--- src/rtl/serial_frame_capture.sv ---
// Receive-side capture of the landscape-sampling serial stream: oversamples sclk/sdata/latch
// on clk_main, shifts on sclk rising edges and commits a full frame on each latch rising edge.
module serial_frame_capture #(
  parameter int BIT_CHIP   = 6,
  parameter int NODE       = 16,
  parameter int FRAME_BITS = BIT_CHIP * NODE,
  parameter int CNT_W      = $clog2(FRAME_BITS + 2),
  parameter int FCNT_W     = 16
) (
  input  logic                  clk_main,
  input  logic                  clr_n,
  input  logic                  sclk,
  input  logic                  sdata,
  input  logic                  latch,
  output logic [FRAME_BITS-1:0] frame_data,
  output logic                  frame_valid,
  output logic                  frame_err,
  output logic [CNT_W-1:0]      bit_cnt,
  output logic [FCNT_W-1:0]     frame_cnt
);

  localparam logic [CNT_W-1:0] CNT_FULL = CNT_W'(FRAME_BITS);
  localparam logic [CNT_W-1:0] CNT_OVF  = CNT_W'(FRAME_BITS + 1);

  logic                  sync1_sclk, sync2_sclk, hist_sclk;
  logic                  sync1_sdata, sync2_sdata;
  logic                  sync1_latch, sync2_latch, hist_latch;
  logic                  s_rise, l_rise;
  logic [FRAME_BITS-1:0] shreg, shreg_step;
  logic [CNT_W-1:0]      cnt_step;

  // sclk chain resets high so an idle-high serial clock never looks like a rise after reset.
  always_ff @(posedge clk_main) begin
    if (!clr_n) begin
      sync1_sclk  <= 1'b1;
      sync2_sclk  <= 1'b1;
      hist_sclk   <= 1'b1;
      sync1_sdata <= 1'b0;
      sync2_sdata <= 1'b0;
      sync1_latch <= 1'b0;
      sync2_latch <= 1'b0;
      hist_latch  <= 1'b0;
    end else begin
      sync1_sclk  <= sclk;
      sync2_sclk  <= sync1_sclk;
      hist_sclk   <= sync2_sclk;
      sync1_sdata <= sdata;
      sync2_sdata <= sync1_sdata;
      sync1_latch <= latch;
      sync2_latch <= sync1_latch;
      hist_latch  <= sync2_latch;
    end
  end

  // Shift result computed ahead of the commit so a coincident sclk rise counts toward this frame.
  always_comb begin
    s_rise     = sync2_sclk & ~hist_sclk;
    l_rise     = sync2_latch & ~hist_latch;
    shreg_step = shreg;
    cnt_step   = bit_cnt;
    if (s_rise) begin
      shreg_step = {shreg[FRAME_BITS-2:0], sync2_sdata};
      if (bit_cnt != CNT_OVF)
        cnt_step = bit_cnt + CNT_W'(1);
    end
  end

  // bit_cnt doubles as the state: 0 idle, 1..FRAME_BITS shifting, FRAME_BITS+1 overflow.
  always_ff @(posedge clk_main) begin
    if (!clr_n) begin
      shreg       <= '0;
      bit_cnt     <= '0;
      frame_data  <= '0;
      frame_valid <= 1'b0;
      frame_err   <= 1'b0;
      frame_cnt   <= '0;
    end else begin
      frame_valid <= 1'b0;
      frame_err   <= 1'b0;
      if (l_rise) begin
        shreg   <= '0;
        bit_cnt <= '0;
        if (cnt_step == CNT_FULL) begin
          frame_data  <= shreg_step;
          frame_valid <= 1'b1;
          frame_cnt   <= frame_cnt + FCNT_W'(1);
        end else begin
          frame_err <= 1'b1;
        end
      end else begin
        shreg   <= shreg_step;
        bit_cnt <= cnt_step;
      end
    end
  end

endmodule
--- config.mk ---
export PLATFORM = sky130hd
export DESIGN_NAME = serial_frame_capture
export DESIGN_NICKNAME = d
export VERILOG_FILES = /design/src/rtl/serial_frame_capture.sv
export SDC_FILE = /design/constraint.sdc
export NUM_CORES = 1
export LEC_CHECK = 0
export CORE_MARGIN = 8
export CORE_UTILIZATION = 25
export DETAILED_ROUTE_END_ITERATION = 6
export GPL_TIMING_DRIVEN = 0
export PLACE_DENSITY = 0.43
export SLEW_MARGIN = 10
export SYNTH_ARGS = -nofsm -noshare
export SYNTH_HDL_FRONTEND = slang
export SYNTH_SLANG_ARGS = --single-unit
--- constraint.sdc ---
create_clock -name clk_main -period 3.85 [get_ports clk_main]
set_input_delay 0.77 -clock clk_main [delete_from_list [all_inputs] [get_ports clk_main]]
set_output_delay 0.77 -clock clk_main [all_outputs]
set_load 0.01 [all_outputs]
==> Word-level counts from Yosys, hierarchy flattened <==
Index checks and enable logic that the tools add are counted.
{ "word_totals": {"elab_cells": 31, "in_bits": 5, "out_inout_bits": 121, "reg_bits": 225} }
{ "op_classes": {"n_eq_ne": 2, "addsub": 2, "n_mux": 5, "n_bitwise": 5, "reduce_logical": 3} }
{ "ops": {"columns": ["operator", "n"], "rows": [
  ["$mux W96", 1],
  ["$add A16 B1 Y16 const B", 1],
  ["$mux W7", 2],
  ["$add A7 B1 Y7 const B", 1],
  ["$eq A7 B7 Y1 const B", 1],
  ["$ne A7 B7 Y1 const B", 1],
  ["$reduce_and A2 Y1", 2],
  ["$not A1 Y1", 3],
  ["$and A1 B1 Y1", 2],
  ["$mux W1", 2],
  ["$reduce_or A2 Y1", 1]
]} }

==> Depth between registers and ports, before layout <==
Gate-level depths: netlist (run 1).
{ "logic_depth": {"word_depth": 5, "ltp_mapped": 11, "depth_no_buf": 7} }

==> Worst setup path before layout (run 1) <==
No wires, ideal clock.
{ "synth_path": {"path_kind": "reg2reg", "startpoint": "register bit_cnt[1]", "endpoint": "register frame_data[86]", "arrival_ps": 2507, "required_time_ps": 3727, "synth_period_minus_slack_ps": 2631, "path_buffers": 3, "slack_ps": 1219, "path_stages_with_launch": 11, "setup_time_ps": 123, "cell_sequence": "dfxtp_1 clkbuf_1 inv_1 ha_1 or4b_4 o21a_1 a41oi_2 a2111o_1 buf_4 buf_6 mux2_1"} }
{ "synth_between": {"elab_chain_cells": 5, "word_cells_on_any_way": 6, "cone_classes": "1 x add/sub; 2 x eq/ne; 2 x mux; 1 x reduce/logical"} }
{ "synth_lines": {"columns": ["item", "line", "text"], "rows": [
  ["start, declared", "18", "output logic [CNT_W-1:0] bit_cnt,"],
  ["start signal, assigned", "92", "bit_cnt <= cnt_step;"],
  ["$add A7 B1 Y7 / $ne A7 B7 Y1 (equally long branches)", "64, 63", null],
  ["$mux W7", "63", "if (bit_cnt != CNT_OVF)"],
  ["$mux W7 *", "61", "if (s_rise) begin"],
  ["$eq A7 B7 Y1 *", "83", "if (cnt_step == CNT_FULL) begin"],
  ["$reduce_and A2 Y1 (no source line) *", null, null],
  ["end signal, assigned", "84", "frame_data <= shreg_step;"],
  ["end, declared", "15", "output logic [FRAME_BITS-1:0] frame_data,"]
]} }
Every way passes the cells marked *; elsewhere a longest branch is shown, timed or not.
A chain may end at the register's enable or synchronous reset.

==> Worst setup path after layout (run 1) <==
{ "layout_path": {"startpoint": "register sync2_sclk", "endpoint": "register frame_data[60]"} }
{ "layout_between": {"elab_chain_cells": 4, "word_cells_on_any_way": 5, "cone_classes": "1 x eq/ne; 2 x mux; 1 x bitwise; 1 x reduce/logical"} }
{ "layout_lines": {"columns": ["item", "line", "text"], "rows": [
  ["start, declared", "25", "logic sync1_sclk, sync2_sclk, hist_sclk;"],
  ["start signal, assigned", "45", "sync2_sclk <= sync1_sclk;"],
  ["$and A1 B1 Y1 *", "57", "s_rise = sync2_sclk & ~hist_sclk;"],
  ["$mux W7", "61", null],
  ["$eq A7 B7 Y1", "83", null],
  ["$reduce_and A2 Y1 (no source line)", null, null]
]} }
Marked as above.

==> metrics.yaml, run 1 <==
status: "finished clean"
synth_compound_area_share_pct: 2.45
arrival_ns: 3.64
r2r_end: "frame_data[60]"
final_layout_size_suffix_gt1_share_pct: 4.67
post-cts-setup-buffers: 0
clock_latency_ns: 0.52
cp-startpoint: "sync2_sclk"
total_power_w: 0.00510
crit_chain: "nor2b_1 > clkbuf_1 > nand2_1 > a211oi_1 > a2111o_1 > buf_4 > buf_6 > buf_6 > mux2i_1"
cts_buffers: 27
die_x_um: 208
yosysTopAreaCell: "dfxtp_1"
core_area_um2: 36500
vias_per_cell: 4.29
synth-xor-area-share_pct: 0.474
synth-edff-count: 0
regArea_um2: 4500
gp_congestion: 0.736
max_freq_mhz: 314
fin_crit_sh_pct: 82.7
ys_seq_elements: 225
rr_startpoint: "sync2_sclk"
powerDensity_nw_per_um2: 426
synthSimpleGateAreaFrac_pct: 28.4
dpl_cell_area_um2: 11100
cts-resized-gates: 0
slowest_stage: "a211oi_1"
stdcell_area_um2: 12000
max_cap_violations: 0
hp-class: "register to register"
dr.pass1.iters: 4
synth_area_um2: 9240
setup_viol: 0
final_cell_mix: "nand2_1, dfxtp_1, clkdlybuf4s50_1"
syn_nets: 1078
synth_cell_types: 35
die_area_um2: 43400
antenna_cells: 0
cp-start-kind: "register"
nNetsFinal: 1231
port_buffers: 124
path_class: "register to register"
critPathMaxStageDelay_ns: 0.78
grtUsageMet1_pct: 15.3
grt_pass1_vias: 7405
avgRoutedWirePerCell_um: 14.7
synth.area.top_cells: "dfxtp_1, nand2_1, mux2i_1, nor2b_1, mux2_1"
rr_worst_depth: 9
crit_top_cell: "buf_6"
multiInputGateArea_um2: 4380
fillCellCount: 3853
synth_top_family_by_area: "simple AND/OR/NAND/NOR gates"
mostFrequentLayoutCell: "nand2_1"
synth_warnings: 0
ant_nets: 0
start_util_pct: 25.3
setup-tns-final_ns: 0
die_h_um: 208
slew_headroom_pct: 41.9
crit_path_max_fanout: 10
yosys_most_used_dff: "dfxtp_1"
antenna_found_initial: 2
htreeDepth: 1
top_usage_layer: "met2"
overflow: 0
post-route-drc-count: 0
hpwl_mm: 17.6
end_kind: "register"
vias: 7335
synthMuxAreaShare_pct: 15.7
synth_area_per_cell_um2: 8.63
clockBufferDepth: 3
power_leakage_nw: 4.92
cts_num_sinks: 225
gr-usage-all-layers_pct: 11.5
crit_end: "frame_data[60]"
cp.depth: 9
cts.clk_slew.worst_paths_ns: 0.06
fin_skew_ns: 0.00927
slew_viol_final: 0
cp_top_family: "buffers and inverters"
grt_pass1_wl_mm: 41.5
ys_seq_area_share_pct: 48.8
layout_min_cycle_time_ns: 3.19
rsz0062_at_grt: "no"
holdBufCountCts: 0
syn_inst: 1070
drt_iter0_drc: 319
synthAdderAreaFrac_pct: 0.406
vdd_drop_max_mv: 0.273
cts_root_buf: "clkbuf_16"
use_met3_pct: 2.87
syn2layout_area_growth_pct: 29.6
cts_tree: "yes"
synth_top_area_share_pct: 48.8
reg2reg_slack_ns: 0.66
row_count: 70
critPathBufInv: 4
hold_violations: 0
ios: 126
async_reset_ff_share_pct: 0
routed_wl_mm: 25.1
grt_util_met2_pct: 18.5
worstMarginPinSlew_ns: 0.867
critPathRequiredTime_ns: 4.30
grt_start_max_net_pins: 13
## power breakdown
| group | leakage [nW] | internal (W) | switching (W) | total, W |
|---|---|---|---|---|
| clock network | 0.446 | 0.00163 | 0.00101 | 0.00264 |
| logic | 2.66 | 0.0000268 | 0.000103 | 0.000129 |
| registers | 1.81 | 0.00233 | 0.00000221 | 0.00233 |
## worst min-delay path by stage
stage,startpoint,end,slack [ns],cells past startpoint
5_1_grt,sync1_sclk,sync2_sclk,0.43,1
4_1_cts,sync1_sclk,sync2_sclk,0.42,1
2_1_floorplan,sync1_sclk,sync2_sclk,0.39,1
6_report,sync1_sclk,sync2_sclk,0.41,1
3_3_place_gp,sync1_sclk,sync2_sclk,0.40,1
3_5_place_dp,sync1_sclk,sync2_sclk,0.40,1
## registers in the layout (all words and copies together), names as in the netlist
register,flops
hist_sclk,1
frame_cnt,16
sync2_sclk,1
shreg,96
sync1_latch,1
sync2_latch,1
sync1_sdata,1
sync1_sclk,1
frame_err,1
bit_cnt,7
frame_data,96
sync2_sdata,1
frame_valid,1
hist_latch,1
## final cells by class
class | instances | share of cell area [%]
buffer | 74 | 2.85
clock buffer | 38 | 6.32
clock inverter | 10 | 1.27
inverter | 4 | 0.125
multi-input combinational | 767 | 36.6
sequential | 225 | 37.6
tap | 468 | 4.89
timing repair buffer | 124 | 10.4
## synthesized netlist by cell type, drive strengths merged, types with 3 or more instances
cell and instances:
nand3 5, nand4 10, inv 4, nor2 71, mux2 28, clkbuf 59, dfxtp 225, and2 38
a211oi 3, nor3 4, xnor2 3, nor2b 70, nand2b 19, ha 3, mux2i 113, a2111oi 14
buf 15, nand2 367
## routing by layer
layer / part of all wire (%) / vias up
met2: 44 / 133
met5: 0.12 / -
met4: 1.7 / 4
met3: 5.5 / 38
li1: - / 3750
met1: 48 / 3410
## cell families after synthesis
logic type                 count (synthesis)
AOI/OAI and AO/OA                         26
xor gates and xnor gates                   5
adders and majority gates                  3
buffers and inverters                     78
DFF                                      225
muxes                                    141
and+or+nand+nor                          592
## metrics by stage
step	utilization, %	cells	worst slack (ns)	hold WS [ns]
2_1_floorplan	-	1070	1.22	0.386
3_3_place_gp	30.3	1662	0.643	0.397
3_5_place_dp	30.3	1662	0.645	0.399
4_1_cts	32.8	1710	0.597	0.415
5_1_grt	32.8	1710	0.262	0.432
6_report	32.8	1710	0.664	0.409
(Power assumes the default switching activity.)
==> inputs of run 2 (changes only) <==
Settings changed: PLACE_DENSITY 0.43 to 0.44.
Clock period 3.85 ns to 2.8 ns, I/O delays scaled along.
==> run 2 against run 1 <==
Critical path depth is the same. Combinational power grew 43%. Clock skew grew 0.0032 ns. Sequential share of layout area shrank 0.21 points. First-iteration DRC count shrank 24%. Routed wire length shrank 0.86%. Fmax grew 21%. Register-to-register slack lost 0.49 ns. Clock power grew 34%. Global-route usage shrank 0.14 points.
==> metrics.yaml, run 2 (synthesized netlist as in run 1, its figures left out) <==
cts_tree: "yes"
layout_min_cycle_time_ns: 2.63
path_class: "register to register"
worstMarginPinSlew_ns: 0.866
hpwl_mm: 17.4
antenna_cells: 0
internal-power_w: 0.00544
syn2layout_area_growth_pct: 30.5
ant_nets: 0
powerDensity_nw_per_um2: 576
power.switching_w: 0.00150
port_buffers: 124
top_regs: "frame_data x96, shreg x96, frame_cnt x16"
cts_root_buf: "clkbuf_16"
final_layout_size_suffix_gt1_share_pct: 5.15
power_frac_clock_pct: 51.1
die_x_um: 208
cts.clk_slew.worst_paths_ns: 0.06
ios: 126
grt_pass1_wl_mm: 40.8
status: "finished clean"
stdcell_area_um2: 12100
final_cell_mix: "nand2_1, dfxtp_1, clkdlybuf4s50_1"
dr.pass1.iters: 4
routed_wl_mm: 24.9
drt_iter0_drc: 242
end_kind: "register"
sw_frac_of_total_pct: 21.6
grt_start_max_net_pins: 13
slew_headroom_pct: 42.3
rsz0062_at_grt: "no"
fillCellCount: 3837
clock_latency_ns: 0.52
gp_congestion: 0.729
max_freq_mhz: 381
overflow: 0
avgRoutedWirePerCell_um: 14.5
cts_buffers: 27
grt_pass1_vias: 7485
core_area_um2: 36500
crit_path_max_fanout: 11
arrival_ns: 3.03
vias_per_cell: 4.25
hold_violations: 0
die_area_um2: 43400
clockBufferDepth: 3
cts_num_sinks: 225
fin_crit_sh_pct: 93.8
vdd_drop_max_mv: 0.398
critPathRequiredTime_ns: 3.20
vias: 7270
setup_viol: 0
slew_viol_final: 0
post-route-drc-count: 0
htreeDepth: 1
die_h_um: 208
fin_skew_ns: 0.0125
start_util_pct: 25.3
mostFrequentLayoutCell: "nand2_1"
gr-usage-all-layers_pct: 11.4
p_comb_share_pct: 2.6
hp-class: "register to register"
setup_ws_ns: 0.173
antenna_found_initial: 1
power_frac_seq_pct: 46.2
cp-start-kind: "register"
holdBufCountCts: 0
row_count: 70
dpl_cell_area_um2: 11100
nNetsFinal: 1230
power_leakage_nw: 4.94
dp_slack_ns: -0.471
max_cap_violations: 0
-- run 2: changes by cell type in the layout (fill, tap and decap cells not counted), moves of 2 or more --
| cell | before | now |
|---|---|---|
| a2111oi_0 | 14 | 9 |
| clkbuf_8 | 4 | 9 |
| a2111oi_1 | 0 | 4 |
| clkinv_2 | 5 | 1 |
| buf_12 | 0 | 2 |
| bufinv_16 | 4 | 2 |
| clkbuf_2 | 0 | 2 |
-- run 2: power groups by stage --
stage | combinational (W) | clock [W] | sequential (W)
after global routing | 0.000209 | 0.00382 | 0.00321
after floorplan | 0.000111 | 0 | 0.00328
after CTS | 0.000192 | 0.00370 | 0.00321
final | 0.000184 | 0.00355 | 0.00321
after global placement | 0.000187 | 0 | 0.00328
after detailed placement | 0.000187 | 0 | 0.00328
-- run 2: final timing paths --
| kind | endpoint | slack [ns] | depth (start not counted) | start |
|---|---|---|---|---|
| min reg2reg | sync2_sclk | 0.42 | 1 | sync1_sclk |
| max reg2reg | frame_data[90] | 0.17 | 9 | bit_cnt[1] |
| min | sync2_sclk | 0.42 | 1 | sync1_sclk |
| max | frame_data[90] | 0.17 | 9 | bit_cnt[1] |
-- run 2: timing repair --
action | in CTS | in global routing
cloned | 0 | 0
buffers inserted | 1 | 0
resized for setup | 5 | 16
pin swaps | 1 | 1
setup endpoints to repair | 109 | 87
-- run 2: critical path, cell delays in order (launching register included) --
cell and delay (ns):
dfxtp_4 0.39, inv_1 0.06, ha_1 0.12, or4b_4 0.49, o21a_2 0.27, a41oi_4 0.28
a2111o_1 0.22, buf_12 0.17, buf_6 0.17, mux2_1 0.33
-- run 2: per-stage QoR --
stage / util, % / total power, W / hold WS (ns) / instances / setup TNS (ns)
2_1_floorplan: - / 0.00339 / 0.386 / 1070 / 0
3_3_place_gp: 30.3 / 0.00347 / 0.391 / 1662 / -35.44
3_5_place_dp: 30.3 / 0.00347 / 0.406 / 1662 / -40.66
4_1_cts: 32.9 / 0.00710 / 0.426 / 1711 / 0
5_1_grt: 33.0 / 0.00723 / 0.431 / 1710 / 0
6_report: 33.0 / 0.00694 / 0.416 / 1710 / 0
-- run 2: layer usage --
layer | vias up | GRT usage (%) | share of wire, %
met5 | - | 0 | 0.036
met4 | 2 | 2.79 | 1.8
met3 | 40 | 3.02 | 5.6
met2 | 119 | 18.8 | 45
met1 | 3357 | 14.5 | 48
li1 | 3752 | - | -
-- run 2: cell type report --
type | count | area [µm²] | area share (%)
inverters | 4 | 15.0 | 0.125
flip-flops and latches | 225 | 4510 | 37.4
clock inverters | 3 | 65.1 | 0.540
well taps | 468 | 586 | 4.86
multi-input cells | 767 | 4430 | 36.7
clock buffers | 46 | 837 | 6.94
repair buffers | 125 | 1260 | 10.5
plain buffers | 72 | 353 | 2.93
